$ cat src/rtl/stream_frame_accum.sv
// stream_frame_accum
//   Sums frames of FRAME_LEN input words, or fewer when t0_last ends a frame
//   early. Each frame produces one registered result beat carrying the sum,
//   the beat count and a wrap flag.
//
// Ports
//   clk       rising-edge clock
//   rstf      asynchronous, active-low reset
//   t0_data   input word
//   t0_valid  input beat valid
//   t0_last   early end-of-frame marker, qualified by t0_valid
//   t0_ready  input beat may be accepted this cycle
//   i0_sum    frame sum, modulo 2^SUM_W
//   i0_count  beats in the frame (1..FRAME_LEN)
//   i0_ovf    sum wrapped past 2^SUM_W somewhere in the frame
//   i0_valid  result beat valid
//   i0_ready  sink accepts result
//
// state        | meaning
// IDLE         | cnt == 0, no partial frame held
// ACCUM        | 0 < cnt < FRAME_LEN, partial frame in acc/ovf_acc
// output full  | i0_valid == 1, result waiting for the sink (orthogonal)

module stream_frame_accum #(
    parameter int DATA_W    = 32,
    parameter int FRAME_LEN = 4,
    parameter int SUM_W     = 34,
    parameter int CNT_W     = $clog2(FRAME_LEN + 1)
) (
    input  logic              clk,
    input  logic              rstf,
    input  logic [DATA_W-1:0] t0_data,
    input  logic              t0_valid,
    input  logic              t0_last,
    output logic              t0_ready,
    output logic [SUM_W-1:0]  i0_sum,
    output logic [CNT_W-1:0]  i0_count,
    output logic              i0_ovf,
    output logic              i0_valid,
    input  logic              i0_ready
);

    generate
        if (SUM_W < DATA_W) begin : g_bad_sum_w
            $error("stream_frame_accum: SUM_W must be >= DATA_W");
        end
        if (FRAME_LEN < 1) begin : g_bad_frame_len
            $error("stream_frame_accum: FRAME_LEN must be >= 1");
        end
    endgenerate

    logic [SUM_W-1:0] acc;
    logic [CNT_W-1:0] cnt;
    logic             ovf_acc;

    logic             accept;
    logic             xfer;
    logic [SUM_W:0]   data_ext;
    logic [SUM_W:0]   sum_wide;
    logic [SUM_W-1:0] next_sum;
    logic             next_ovf;
    logic [CNT_W-1:0] next_cnt;
    logic             complete;

    // A stalled result blocks new input, even mid-frame, so the accumulator
    // never has to hold a finished frame alongside a pending one.
    assign t0_ready = ~i0_valid | i0_ready;
    assign accept   = t0_valid & t0_ready;
    assign xfer     = i0_valid & i0_ready;

    // One extra bit on the add captures the carry out of the result width.
    assign data_ext = {{(SUM_W + 1 - DATA_W){1'b0}}, t0_data};
    assign sum_wide = {1'b0, acc} + data_ext;
    assign next_sum = sum_wide[SUM_W-1:0];
    assign next_ovf = ovf_acc | sum_wide[SUM_W];
    assign next_cnt = cnt + CNT_W'(1);

    // t0_last on the FRAME_LEN-th beat is still a single completion.
    assign complete = (next_cnt == CNT_W'(FRAME_LEN)) | t0_last;

    always_ff @(posedge clk or negedge rstf) begin
        if (!rstf) begin
            acc      <= '0;
            cnt      <= '0;
            ovf_acc  <= 1'b0;
            i0_sum   <= '0;
            i0_count <= '0;
            i0_ovf   <= 1'b0;
            i0_valid <= 1'b0;
        end else if (accept && complete) begin
            // Loading a new result also covers a same-edge output transfer,
            // which keeps single-beat frames flowing at one per cycle.
            i0_sum   <= next_sum;
            i0_count <= next_cnt;
            i0_ovf   <= next_ovf;
            i0_valid <= 1'b1;
            acc      <= '0;
            cnt      <= '0;
            ovf_acc  <= 1'b0;
        end else begin
            if (accept) begin
                acc     <= next_sum;
                cnt     <= next_cnt;
                ovf_acc <= next_ovf;
            end
            if (xfer) begin
                i0_valid <= 1'b0;
            end
        end
    end

endmodule

$ cat config.mk
export PLATFORM = sky130hd
export DESIGN_NAME = stream_frame_accum
export DESIGN_NICKNAME = d
export VERILOG_FILES = /design/src/rtl/stream_frame_accum.sv
export SDC_FILE = /design/constraint.sdc
export NUM_CORES = 1
export LEC_CHECK = 0
export CORE_AREA = 4 4 125 139
export DETAILED_ROUTE_END_ITERATION = 8
export DIE_AREA = 0 0 129 143
export HOLD_SLACK_MARGIN = 0.05
export PLACE_DENSITY = 0.57
export SLEW_MARGIN = 5
export SYNTH_ARGS = -nofsm -noshare
export SYNTH_HDL_FRONTEND = slang
export SYNTH_SLANG_ARGS = --single-unit
$ cat constraint.sdc
create_clock -name clk -period 4.9 [get_ports clk]
set_input_delay 0.98 -clock clk [delete_from_list [all_inputs] [get_ports clk]]
set_output_delay 0.98 -clock clk [all_outputs]
set_load 0.02 [all_outputs]
==> out/metrics.yaml <==
register_area_sq_um: 1930
required_ns: 5.12
path_cells: "clkdlybuf4s50_1 -> ha_1 -> inv_1 -> fa_1 -> nor2b_4 -> o31a_1 -> o31a_1 -> a22o_1 -> nor3_4 -> o21ai_2 -> a21o_1 -> a221o_1"
multiInputGateArea_sq_um: 2670
synth.avg_cell_area_sq_um: 9.65
hold_class: "reg2reg"
ctsRootBufferMaster: "clkbuf_16"
worstSkewPairLatency_ns: 0.34
setup_tns_ns: 0
async_flop_share_pct: 100
drt_pass1_iterations: 4
fillers: 1600
endpoint_kind: "register"
stdcell_count: 765
synth_edf_count: 0
ctsHoldBuffers: 0
slowest_stage: "clkdlybuf4s50_1"
grt.total_usage_pct: 14.2
antenna_found_initial: 0
synth_area_sq_um: 4720
hold_viol: 0
slew_headroom_pct: 28.5
rsz0062_at_grt: "false"
wl_per_cell_microns: 16.4
ctsHtreeMaxLevel: 3
num_vias: 3917
grt_pass1_vias: 4060
final_common_cell: "dfrtp_1"
cts.clk_slew.worst_paths_ns: 0.06
cts_tree: "yes"
syn_nets: 561
drive_above_1_share_pct: 9.45
finalCriticalPeriod_ns: 3.55
port_buffers: 76
p_per_area_nw_per_um2: 637
num_rows: 49
yosys_warnings: 0
crit_buf_inv: 2
antenna_left: 0
cpLargestDelayFamily: "compound AO/OA/AOI/OAI gates"
vias_per_cell: 5.12
arrival_ns: 3.77
cts-buffers-inserted: 9
die_height_microns: 143
fin_crit_sh_pct: 72.5
maxCapViolCount: 0
setup_viol: 0
worstMarginPinSlew_ns: 1.07
ys.flop_type: "dfrtp_1"
synth_cell_type_count: 54
max_freq_mhz: 282
crit_fanout: 5
drc_errors: 0
ys_seq_elements: 77
drt-total-wl_microns: 12500
status: "finished, final reports clean"
start_kind: "primary input"
routabilityCongestion: 0.856
first_iter_violations: 280
cts_max_path_buffers: 2
numClockSinks: 77
placed_cells: 749
netlist_instances: 489
skew_ns: 0.0125
cp_slowest_stage_delay_ns: 0.40
cpMostUsedCell: "o31a_1"
synth_seq_area_share_pct: 40.8
maxSlewViolCount: 0
layout_common_cells: "dfrtp_1, nand2_1, clkdlybuf4s50_1"
start_util_pct: 29.4
dp_hpwl_microns: 9250
grt_pass1_wl_microns: 21000
num-nets-final: 628
grt_start_max_net_pins: 78
post-route-util_pct: 37.4
ios: 77
die_w_microns: 129
grt-ovfl-total: 0
path_class: "in2reg"
core_sq_um: 16100
area_growth_pct: 27.3
die-area_sq_um: 18400
ir_drop_mv: 0.208
p_leak_nw: 2.81
postCtsResizedCells: 0
diodes: 0
cts_setup_buffers: 0
registers in the layout, indices dropped and copies added (netlist names):
register	flops
i0_valid	1
acc	34
cnt	3
i0_ovf	1
ovf_acc	1
i0_count	3
i0_sum	34
cells by family after synthesis:
| group | synth area share [%] |
|---|---|
| AO/OA/AOI/OAI | 25.1 |
| AND/OR/NAND/NOR | 12.9 |
| flip-flops | 40.8 |
| adder cells (fa/ha/maj) | 9.44 |
| buffers and inverters | 2.68 |
| XOR/XNOR | 5.20 |
| multiplexers | 3.79 |
layout make-up:
cell class              count  area share (%)
multi-input cells         379            44.4
flip-flops and latches     77            32.1
repair buffers             82            13.4
well taps                 204            4.25
clock buffers              10            3.98
clock inverters             6            1.44
inverters                   7           0.438
worst register-to-register path: stages, from the launching register on:
cell and delay, ns:
dfrtp_1 0.39, ha_1 0.20, inv_1 0.07, fa_1 0.24, nor2b_4 0.06, o31a_1 0.27
o31a_1 0.37, a22o_1 0.28, nor3_4 0.23, o21ai_2 0.15, a21o_1 0.22, a221o_1 0.29
worst paths after layout:
kind / from / slack (ns) / cells after the start / end
worst min-delay path: i0_sum[12] / 0.47 / 2 / i0_sum[12]
min in group asynchronous: rstf / 0.82 / 1 / acc[6]
max in group asynchronous: rstf / 3.46 / 1 / i0_sum[0]
worst max register to register: acc[0] / 2.03 / 11 / acc[24]
worst max-delay path: t0_data[0] / 1.35 / 12 / acc[24]
worst min register to register: i0_sum[12] / 0.47 / 2 / i0_sum[12]
cells in the mapped netlist (all sizes together), types with 5 or more instances:
master | instances | share of area [%]
xor2 | 13 | 2.4
and3 | 5 | 0.66
a22o | 23 | 4.3
inv | 7 | 0.56
a21oi | 28 | 3.0
xnor2 | 15 | 2.8
nor3 | 6 | 0.87
nor2 | 20 | 1.6
a21o | 25 | 4.0
mux2 | 15 | 3.6
o21ai | 35 | 3.8
nand4 | 8 | 1.1
o31ai | 8 | 1.5
nand3 | 6 | 0.64
a31oi | 7 | 0.93
nand2 | 75 | 6.0
dfrtp | 77 | 41
clkbuf | 22 | 1.7
ha | 34 | 9.0
power breakdown:
part           internal (W)  switching, W  total, W
Combinational      0.000910       0.00112   0.00203
Sequential         0.000901      0.000162   0.00106
Clock              0.000459      0.000273  0.000733
per-stage QoR:
stage               power (W)  hold WS, ns  cell area [sq um]  setup WS, ns
global route          0.00412        0.497               6010          1.17
global placement      0.00308        0.463               5680          1.04
CTS                   0.00386        0.476               6010          1.37
finish                0.00382        0.471               6010          1.35
detailed placement    0.00310        0.465               5680          1.01
floorplan             0.00243        0.443               4720          1.66
layer usage:
metal	routed length, microns	track usage (%)
met4	155	3.70
met5	0	0
met1	5970	19.1
met3	548	3.22
met2	5870	23.0
Note: power is estimated with default switching activity, not from simulation.
